<file path="config.mk">
export PLATFORM = sky130hd
export DESIGN_NAME = fmap_rdout_flat
export DESIGN_NICKNAME = d
export VERILOG_FILES = /design/src/rtl/fmap_rdout_pkg.sv /design/src/rtl/fmap_rdout_if.sv /design/src/rtl/fmap_rdout_rd_fifo.sv /design/src/rtl/fmap_rdout.sv /design/src/flat_wrapper.sv
export SDC_FILE = /design/constraint.sdc
export NUM_CORES = 2
export LEC_CHECK = 0
export ABC_AREA = 1
export CAP_MARGIN = 10
export CELL_PAD_IN_SITES_DETAIL_PLACEMENT = 1
export CELL_PAD_IN_SITES_GLOBAL_PLACEMENT = 1
export CORE_MARGIN = 2
export CORE_UTILIZATION = 25
export CTS_CLUSTER_DIAMETER = 120
export DETAILED_ROUTE_END_ITERATION = 6
export PLACE_DENSITY = 0.59
export REMOVE_ABC_BUFFERS = 1
export SYNTH_ARGS = -nofsm -noshare
export SYNTH_HDL_FRONTEND = slang
export SYNTH_HIERARCHICAL = 1
export SYNTH_SLANG_ARGS = --single-unit
export TNS_END_PERCENT = 100
</file>
<file path="constraint.sdc">
create_clock -name clk -period 2.8 [get_ports clk]
set_input_delay 0.28 -clock clk [delete_from_list [all_inputs] [get_ports clk]]
set_output_delay 0.28 -clock clk [all_outputs]
set_load 0.05 [all_outputs]
</file>
<file path="src/rtl/fmap_rdout_pkg.sv">
// Shared sizing for the feature-map buffer readback path and the credit helper
// used between the read issue logic and the output FIFO.
package fmap_rdout_pkg;

    localparam int FMAP_DATA_SIZE = 16;
    localparam int FMAP_MEM_SIZE  = 16;

    localparam int RD_FIFO_DEPTH = 4;
    localparam int RD_FIFO_AW    = 2;
    localparam int RD_FIFO_CW    = 3;

    // A new read may issue only if every word already owed to the FIFO still leaves a slot.
    function automatic logic rd_credit_ok(input logic [RD_FIFO_CW-1:0] occ,
                                          input logic                  inflight);
        return (int'(occ) + int'(inflight)) < RD_FIFO_DEPTH;
    endfunction

endpackage

</file>
<file path="src/rtl/fmap_rdout_if.sv">
// Buffer read port plus valid/ready output stream of the feature-map reader.
// master = the reader itself, slave = buffer + downstream consumer.
interface fmap_rdout_if #(
    parameter int DATA_SIZE = 16,
    parameter int MEM_SIZE  = 16
);
    logic                 in_re;
    logic [MEM_SIZE-1:0]  in_ra;
    logic [DATA_SIZE-1:0] in_rd;
    logic                 out_valid;
    logic [DATA_SIZE-1:0] out_data;
    logic                 out_last;
    logic                 out_ready;

    modport master (
        output in_re, in_ra, out_valid, out_data, out_last,
        input  in_rd, out_ready
    );

    modport slave (
        input  in_re, in_ra, out_valid, out_data, out_last,
        output in_rd, out_ready
    );
endinterface

</file>
<file path="src/rtl/fmap_rdout_rd_fifo.sv">
// Four-entry FIFO holding {last, data} for words returned by the buffer.
// A push while full is accepted when the same cycle pops.
module fmap_rdout_rd_fifo
    import fmap_rdout_pkg::*;
#(
    parameter int W = 17
) (
    input  logic                  clk,
    input  logic                  rst,
    input  logic                  push_i,
    input  logic [W-1:0]          din_i,
    input  logic                  pop_i,
    output logic [W-1:0]          dout_o,
    output logic                  empty_o,
    output logic                  full_o,
    output logic [RD_FIFO_CW-1:0] count_o
);

    logic [W-1:0]          mem_q [RD_FIFO_DEPTH];
    logic [RD_FIFO_AW-1:0] wr_ptr_q;
    logic [RD_FIFO_AW-1:0] rd_ptr_q;
    logic [RD_FIFO_CW-1:0] count_q;
    logic                  do_push;
    logic                  do_pop;

    assign empty_o = (count_q == '0);
    assign full_o  = (count_q == RD_FIFO_CW'(RD_FIFO_DEPTH));
    assign count_o = count_q;
    assign dout_o  = mem_q[rd_ptr_q];

    assign do_pop  = pop_i && !empty_o;
    assign do_push = push_i && (!full_o || do_pop);

    always_ff @(posedge clk or posedge rst) begin
        if (rst) begin
            for (int i = 0; i < RD_FIFO_DEPTH; i++) begin
                mem_q[i] <= '0;
            end
            wr_ptr_q <= '0;
            rd_ptr_q <= '0;
            count_q  <= '0;
        end else begin
            if (do_push) begin
                mem_q[wr_ptr_q] <= din_i;
                wr_ptr_q        <= wr_ptr_q + 1'b1;
            end
            if (do_pop) begin
                rd_ptr_q <= rd_ptr_q + 1'b1;
            end
            case ({do_push, do_pop})
                2'b10:   count_q <= count_q + 1'b1;
                2'b01:   count_q <= count_q - 1'b1;
                default: count_q <= count_q;
            endcase
        end
    end

endmodule

</file>
<file path="src/rtl/fmap_rdout.sv">
// Streams feature-map buffer words 0..M*nIR*nIC-1 out in address order,
// hiding the 1-cycle read latency and downstream backpressure behind a 4-deep FIFO.
module fmap_rdout
    import fmap_rdout_pkg::*;
#(
    parameter int DATA_SIZE = FMAP_DATA_SIZE,
    parameter int MEM_SIZE  = FMAP_MEM_SIZE
) (
    input  logic                 clk,
    input  logic                 rst,
    input  logic                 en,
    input  logic [DATA_SIZE-1:0] M,
    input  logic [DATA_SIZE-1:0] nIR,
    input  logic [DATA_SIZE-1:0] nIC,
    output logic                 done,
    fmap_rdout_if.master         bus
);

    // state    | meaning
    // ST_IDLE  | done=1, waiting for en with a non-zero extent
    // ST_READ  | issuing reads 0..N-1 as FIFO credit allows
    // ST_DRAIN | all reads issued, waiting for last word to leave the FIFO
    typedef enum logic [1:0] {
        ST_IDLE  = 2'd0,
        ST_READ  = 2'd1,
        ST_DRAIN = 2'd2
    } state_t;

    localparam int NW = 3 * DATA_SIZE;

    state_t                state_q;
    logic [MEM_SIZE-1:0]   addr_q;
    logic [NW-1:0]         n_q;
    logic [NW-1:0]         n_d;
    logic                  done_q;
    logic                  inflight_q;
    logic                  last_inflight_q;

    logic                  issue;
    logic                  is_last_rd;
    logic                  drain_done;

    logic [DATA_SIZE:0]    fifo_dout;
    logic                  fifo_empty;
    logic                  fifo_full;
    logic [RD_FIFO_CW-1:0] fifo_count;
    logic                  fifo_pop;

    assign n_d = NW'(M) * NW'(nIR) * NW'(nIC);

    assign is_last_rd = (NW'(addr_q) == (n_q - NW'(1)));
    assign issue      = (state_q == ST_READ) && !fifo_full
                        && rd_credit_ok(fifo_count, inflight_q);
    assign fifo_pop   = !fifo_empty && bus.out_ready;

    // Finish in the same cycle the final word is handed off so done is not a cycle late.
    assign drain_done = !inflight_q
                        && (fifo_empty || ((fifo_count == RD_FIFO_CW'(1)) && fifo_pop));

    fmap_rdout_rd_fifo #(
        .W(DATA_SIZE + 1)
    ) u_rd_fifo (
        .clk     (clk),
        .rst     (rst),
        .push_i  (inflight_q),
        .din_i   ({last_inflight_q, bus.in_rd}),
        .pop_i   (fifo_pop),
        .dout_o  (fifo_dout),
        .empty_o (fifo_empty),
        .full_o  (fifo_full),
        .count_o (fifo_count)
    );

    always_ff @(posedge clk or posedge rst) begin
        if (rst) begin
            state_q         <= ST_IDLE;
            addr_q          <= '0;
            n_q             <= '0;
            done_q          <= 1'b1;
            inflight_q      <= 1'b0;
            last_inflight_q <= 1'b0;
        end else begin
            inflight_q      <= issue;
            last_inflight_q <= issue && is_last_rd;
            case (state_q)
                ST_IDLE: begin
                    if (en && (n_d != '0)) begin
                        n_q     <= n_d;
                        addr_q  <= '0;
                        done_q  <= 1'b0;
                        state_q <= ST_READ;
                    end
                end
                ST_READ: begin
                    if (issue) begin
                        addr_q <= addr_q + 1'b1;
                        if (is_last_rd) begin
                            state_q <= ST_DRAIN;
                        end
                    end
                end
                ST_DRAIN: begin
                    if (drain_done) begin
                        addr_q  <= '0;
                        done_q  <= 1'b1;
                        state_q <= ST_IDLE;
                    end
                end
                default: begin
                    state_q <= ST_IDLE;
                end
            endcase
        end
    end

    assign done          = done_q;
    assign bus.in_re     = issue;
    assign bus.in_ra     = addr_q;
    assign bus.out_valid = !fifo_empty;
    assign bus.out_data  = fifo_dout[DATA_SIZE-1:0];
    // Stale FIFO slots may still carry a last flag; only a live head may assert it.
    assign bus.out_last  = !fifo_empty && fifo_dout[DATA_SIZE];

endmodule

</file>
<file path="src/flat_wrapper.sv">
// flat-port wrapper written by rule: the top's interface ports become plain ports
module fmap_rdout_flat import fmap_rdout_pkg::*;
#(
    parameter int DATA_SIZE = FMAP_DATA_SIZE,
    parameter int MEM_SIZE  = FMAP_MEM_SIZE
)
  (clk, rst, en, M, nIR, nIC, done, bus_in_re, bus_in_ra, bus_out_valid, bus_out_data, bus_out_last, bus_in_rd, bus_out_ready);
  fmap_rdout_if #(.DATA_SIZE(DATA_SIZE), .MEM_SIZE(MEM_SIZE)) bus_i ();
  input  logic clk;
  input  logic rst;
  input  logic en;
  input  logic [DATA_SIZE-1:0] M;
  input  logic [DATA_SIZE-1:0] nIR;
  input  logic [DATA_SIZE-1:0] nIC;
  output logic done;
  output wire logic [$bits(bus_i.in_re)-1:0] bus_in_re;
  output wire logic [$bits(bus_i.in_ra)-1:0] bus_in_ra;
  output wire logic [$bits(bus_i.out_valid)-1:0] bus_out_valid;
  output wire logic [$bits(bus_i.out_data)-1:0] bus_out_data;
  output wire logic [$bits(bus_i.out_last)-1:0] bus_out_last;
  input wire logic [$bits(bus_i.in_rd)-1:0] bus_in_rd;
  input wire logic [$bits(bus_i.out_ready)-1:0] bus_out_ready;
  assign bus_in_re = bus_i.in_re;
  assign bus_in_ra = bus_i.in_ra;
  assign bus_out_valid = bus_i.out_valid;
  assign bus_out_data = bus_i.out_data;
  assign bus_out_last = bus_i.out_last;
  assign bus_i.in_rd = bus_in_rd;
  assign bus_i.out_ready = bus_out_ready;
  fmap_rdout #(.DATA_SIZE(DATA_SIZE), .MEM_SIZE(MEM_SIZE)) u_core (.clk(clk), .rst(rst), .en(en), .M(M), .nIR(nIR), .nIC(nIC), .done(done), .bus(bus_i));
endmodule
</file>
* After elaboration in Yosys (flattened, before gate mapping)
Cells that the tools add are included.
** Word-level totals
- Bits in registers :: 144
- Output and inout port bits :: 36
- Logic and storage cells :: 84
** Operators by class
- Add/subtract/negate cells :: 7
- $mul :: 2
- Magnitude comparators :: 4
- Equal/unequal tests :: 11
- Mux-type cells :: 19
- Bitwise logic cells :: 2
- Reductions and logical operators :: 26
** Operators by type and width (number)
- bitwise mux 68 bit :: 1
- two-way mux 17 bit :: 3
- == test 16 x 48 -> 1 bit :: 1
- multiplier 32 x 16 -> 48 bit :: 1
- two-way mux 16 bit :: 3
- one-hot mux 16 bit (3 select lines) :: 1
- nonzero test 48 bit :: 1
- subtractor 48 x 1 -> 48 bit (second input constant) :: 1
- binary-select mux 17 bit (select 2 bit) :: 1
- demux 17 bit (select 2 bit) :: 1
- < comparator 32 x 4 -> 1 bit (second input constant) :: 1
- multiplier 16 x 16 -> 32 bit :: 1
- adder 16 x 1 -> 16 bit (second input constant) :: 1
- logical AND 1 bit :: 11
- two-way mux 2 bit :: 4
- inequality test 2 x 1 -> 1 bit (second input constant) :: 4
- AND reduction 4 bit :: 2
- >= comparator 3 bit (second input constant) :: 2
- NOT 2 -> 3 bit :: 2
- one-hot mux 2 bit (3 select lines) :: 1
- one-hot mux 3 bit (2 select lines) :: 1
- adder 2 x 1 -> 2 bit (second input constant) :: 2
- adder 3 x 1 -> 4 bit :: 1
- == test 2 x 1 -> 1 bit (second input constant) :: 2
- 16 further kinds :: 22

* Logic depth before layout (Yosys ltp)
- Word-level depth :: 8
- Mapped depth :: 63
- Gate-level depth less buffers :: 59

* By module
Netlist, hierarchy kept.
** Modules (own cells, without submodules)
- fmap_rdout :: instances 1, cells an instance 4314, area each 31068.5 um^2, sequential area each 1727.9 um^2
- fmap_rdout_rd_fifo :: instances 1, cells an instance 448, area each 3739.8 um^2, sequential area each 1876.8 um^2

* Worst setup path before layout
Ideal clock, no wire load.
- Path type :: input to register
- From :: in M[7]
- To :: reg u_core.n_q[24]
- Arrival :: 10760 ps
- Data required time :: 2675 ps
- Path slack :: -8085 ps
- Stages :: 53
- Path buffers :: 5
- Cells stage by stage :: clkbuf_1 clkbuf_1 nand2_1 fa_1 inv_1 fa_1 inv_1 fa_1 inv_1 fa_1 fa_1 inv_1 fa_1 inv_1 ha_1 a21oi_1 o21ai_0 a21oi_2 [17 not listed] ha_1 nand2_1 nor2_1 nand2_1 nor3b_2 nand3_1 nand3_1 nand2_1 nand2_1 nand2_1 nor2_1 nand2_1 nor2_1 nand2_1 nand3_2 buf_6 buf_4 o21ai_1
** On the way
- Cells in the longest elaborated chain, start to end :: 5
** Ends and longest elaborated chain
- start, declared :: line flat_wrapper.sv:12 : input logic [DATA_SIZE-1:0] M;
- multiplier 16 x 16 -> 32 bit (*) :: line fmap_rdout.sv:49 : assign n_d = NW'(M) * NW'(nIR) * NW'(nIC);
- multiplier 32 x 16 -> 48 bit (*) :: line fmap_rdout.sv:49
- nonzero test 48 bit :: line fmap_rdout.sv:87 : if (en && (n_d != '0)) begin
- logical AND 1 bit :: line fmap_rdout.sv:87
- AND reduction 2 bit (no line)
- end signal, assigned :: line fmap_rdout.sv:88 : n_q <= n_d;
- end, declared :: line fmap_rdout.sv:33 : logic [NW-1:0] n_q;
Every way passes the cells marked *; elsewhere a longest branch is shown, timed or not.
A chain may end at the register's enable or synchronous reset.

* Worst setup path in the final report
- From :: in nIR[10]
- To :: reg u_core.n_q[24]
** On the way
- Cells in the longest elaborated chain, start to end :: 5
** Ends and longest elaborated chain
- start, declared :: line flat_wrapper.sv:13 : input logic [DATA_SIZE-1:0] nIR;
- multiplier 16 x 16 -> 32 bit (*) :: line fmap_rdout.sv:49
- multiplier 32 x 16 -> 48 bit (*) :: line fmap_rdout.sv:49
- nonzero test 48 bit :: line fmap_rdout.sv:87
- logical AND 1 bit :: line fmap_rdout.sv:87
- AND reduction 2 bit (no line)
Marks and branches as above.

==> qor.csv <==
stage;metric;value;unit
global_routing;grt_pass1_vias;36080;
run_status;violations;negative setup slack;
detailed_routing;route.antenna.remaining_nets;0;
worst_setup_path;cp.depth;56;
detailed_routing;wl_per_cell;16.92;µm
clock_tree;cts_buffer_depth;2;
clock_tree;cts-root-buf;clkbuf_16;
floorplan;core_area;137800;µm²
layout;layout_common_cells;nand2_1 (1236), inv_1 (1023), buf_4 (642);
place;gp_congestion;0.8715;
logic_synthesis;async_flop_share;1.000;
logic_synthesis;synth-edff-count;0;
timing;fin_tns_setup;-534040;ps
worst_setup_path;rr_startpoint;u_core/n_q[6]$_DFFE_PP0P_;
worst_setup_path;crit_family;adder cells;
detailed_routing;vias;32430;
detailed_routing;drc_errors;0;
worst_setup_path;reg2reg_slack;60;ps
logic_synthesis;synthAdderAreaFrac;0.4356;
timing;hold_violations;0;
detailed_routing;dr.pass1.iters;5;
floorplan;num_rows;136;
floorplan;die_w;377.1;µm
clock_tree;clk_pin_slew;70;ps
timing;fin_worst_skew;11.71;ps
timing;finalWorstSetupSlack;-8140;ps
flow_run;max_cap_violations;0;
worst_setup_path;slowest_delay;600;ps
worst_setup_path;cpMaxStageDelayCell;fa_1;
floorplan;die_h;377.1;µm
layout;utilization;0.3385;
floorplan;start_util;0.2525;
place;dpl.hpwl;101100;µm
logic_synthesis;yosysWarnings;6;
clock_tree;cts_buffers;17;
global_routing;grt_usage;0.1749;
global_routing;grt_pass1_wl;197300;µm
layout;nets;6359;
detailed_routing;drt_wl_total;122800;µm
place;portBuffers;103;
layout;final_common_cell;nand2_1;
logic_synthesis;ys_seq_area_frac;0.1036;
worst_setup_path;worst_setup_path_end_kind;flip-flop;
clock_tree;cts_tree;built;
layout;syn2layout_area_growth;34.05;%
timing;finalMaxSlewViolations;0;
detailed_routing;drt_iter0_drc;1437;
floorplan;die-area;142200;µm²
worst_setup_path;path_buf_inv;15;
logic_synthesis;ys_top_cells_by_area;fa_1 (35%), nand2_1 (15%), inv_1 (12%), dfrtp_1 (10%), ha_1 (8.3%);
worst_setup_path;cp-start-kind;input pin;
place;dpl.cell_count;7071;
global_routing;antenna_found_initial;2;
global_routing;grt_overflow_total;0;
floorplan;io_pins;104;
worst_setup_path;worstSetupPathType;in -> reg;
worst_setup_path;arrival;11310;ps
timing;rsz0062_at_grt;true;
global_routing;grt_start_max_net_pins;77;
timing;fmax;91.41;MHz
layout;seq_area;3607;µm²
logic_synthesis;synth_top_area_frac;0.3526;
logic_synthesis;avgSynthCellArea;7.310;µm²
detailed_routing;viasPerCell;4.470;
layout;drive_above_1_share;0.2538;
worst_setup_path;worstPathRequired;3170;ps
timing;fin_crit_sh;3.907;
layout;multiInputGateArea;28190;µm²
logic_synthesis;synthCells;4762;
logic_synthesis;synth-simple-area-share;0.2615;
clock_tree;worst_skew_pair.late_latency;450;ps
layout;instances_no_fill;7255;
timing;worstMarginPinSlew;877.4;ps
timing;setup-violations-final;66;
worst_setup_path;crit_fanout;6;
logic_synthesis;ys.flop_type;dfrtp_1;
logic_synthesis;netlist_area;34810;µm²
worst_setup_path;timing.critical_path.from;nIR[10];
layout;fill_cells;16740;
logic_synthesis;ys_types;49;
logic_synthesis;muxShareOfSynthArea;0;
clock_tree;htree_num_levels;4;
clock_tree;cts.sinks;144;
logic_synthesis;synth_compound_area_frac;0.03393;
worst_setup_path;crit_path_frequent_cell;fa_1;
timing;slew_headroom;0.4150;
logic_synthesis;synth-seq-cells;144;
logic_synthesis;synth_top_family_by_area;adder cells;
hold_path;hold_path_class;in -> async;
timing;fin_crit;10940;ps
logic_synthesis;synthXorXnorAreaFrac;0.01984;
worst_setup_path;r2r_cells;16;
logic_synthesis;synth_top_cell_by_area;fa_1;
run_status;status;complete, but fails checks;
tightest hold or removal path: cells and delay by family:
family	cells	cell delay, ps
buffers and inverters	3	840
layer usage:
metal  up-vias  track usage  routed length (µm)
met5         -            0                  12
met3       111      0.02028                4218
met4         2      0.02687                1870
li1      15360            -                   -
met2       433       0.3032               59180
met1     16530       0.2368               57500
sequential cells by signal, indices dropped and copies added (netlist names):
name,flops
u_core/done,1
u_core/u_rd_fifo/mem_q,68
u_core/bus.in_ra,16
u_core/u_rd_fifo/wr_ptr_q,2
u_core/inflight_q,1
u_core/state_q,2
u_core/u_rd_fifo/rd_ptr_q,2
u_core/last_inflight_q,1
u_core/n_q,48
u_core/u_rd_fifo/count_o,3
cells by family after synthesis:
group                    count (synthesis)
AND/OR/NAND/NOR                       2181
buffers and inverters                 1308
adder cells (fa/ha/maj)                844
AO/OA/AOI/OAI                          207
flip-flops                             144
XOR/XNOR                                78
synth_stat cells (all sizes together) (2+ instances only):
cell and count:
ha 231, nor3 34, clkbuf 143, nand4 113
nor4 12, nor2 417, a21oi 70, a221oi 2
dfrtp 143, a31oi 2, nand3b 20, xnor2 23
fa 613, clkinv 9, o21ai 98, o21bai 6
nand3 120, nand2 1400, nor3b 2, or2 62
xor2 55, inv 1106, o211ai 4, buf 50
a211oi 2, o22ai 18
layout make-up:
cell class | count | area share
Clock inverter | 14 | 0.003003
Clock buffer | 18 | 0.009412
Timing Repair Buffer | 854 | 0.1667
Multi-Input combinational cell | 3313 | 0.6042
Inverter | 1115 | 0.09069
Tap cell | 1794 | 0.04811
Antenna cell | 1 | 0.00005363
Sequential cell | 144 | 0.07731
Timing Repair inverter | 2 | 0.0004827
worst paths after layout:
| kind | endpoint |
|---|---|
| max reg2reg | u_core/state_q[0]$_DFFE_PP0P_ |
| min in group clk | u_core/u_rd_fifo/mem_q[20]$_DFFE_PP0P_ |
| max | u_core/n_q[24]$_DFFE_PP0P_ |
| max in group asynchronous | u_core/u_rd_fifo/mem_q[26]$_DFFE_PP0P_ |
| min | u_core/bus.in_ra[2]$_DFFE_PP0P_ |
| min reg2reg | u_core/u_rd_fifo/mem_q[20]$_DFFE_PP0P_ |
timing repair:
action / in CTS / in global routing
hold buffers: 0 / 0
endpoints found under the setup margin: 66 / 68
buffers inserted: 87 / 45
resized for setup: 464 / 280
pin swaps: 136 / 116
cloned: 11 / 11
metrics by stage:
stage	area, µm²	setup slack (ps)	hold slack (ps)
floorplan	33930	-8740	431.8
global placement	42350	-9862	449.0
detailed placement	42350	-9984	453.2
CTS	45320	-8050	279.7
global route	46660	-8531	295.4
finish	46660	-8140	267.7
Power is left out: the tool's default activity adds up to more than one toggle a clock period on the data nets, which glitch-free logic cannot reach.
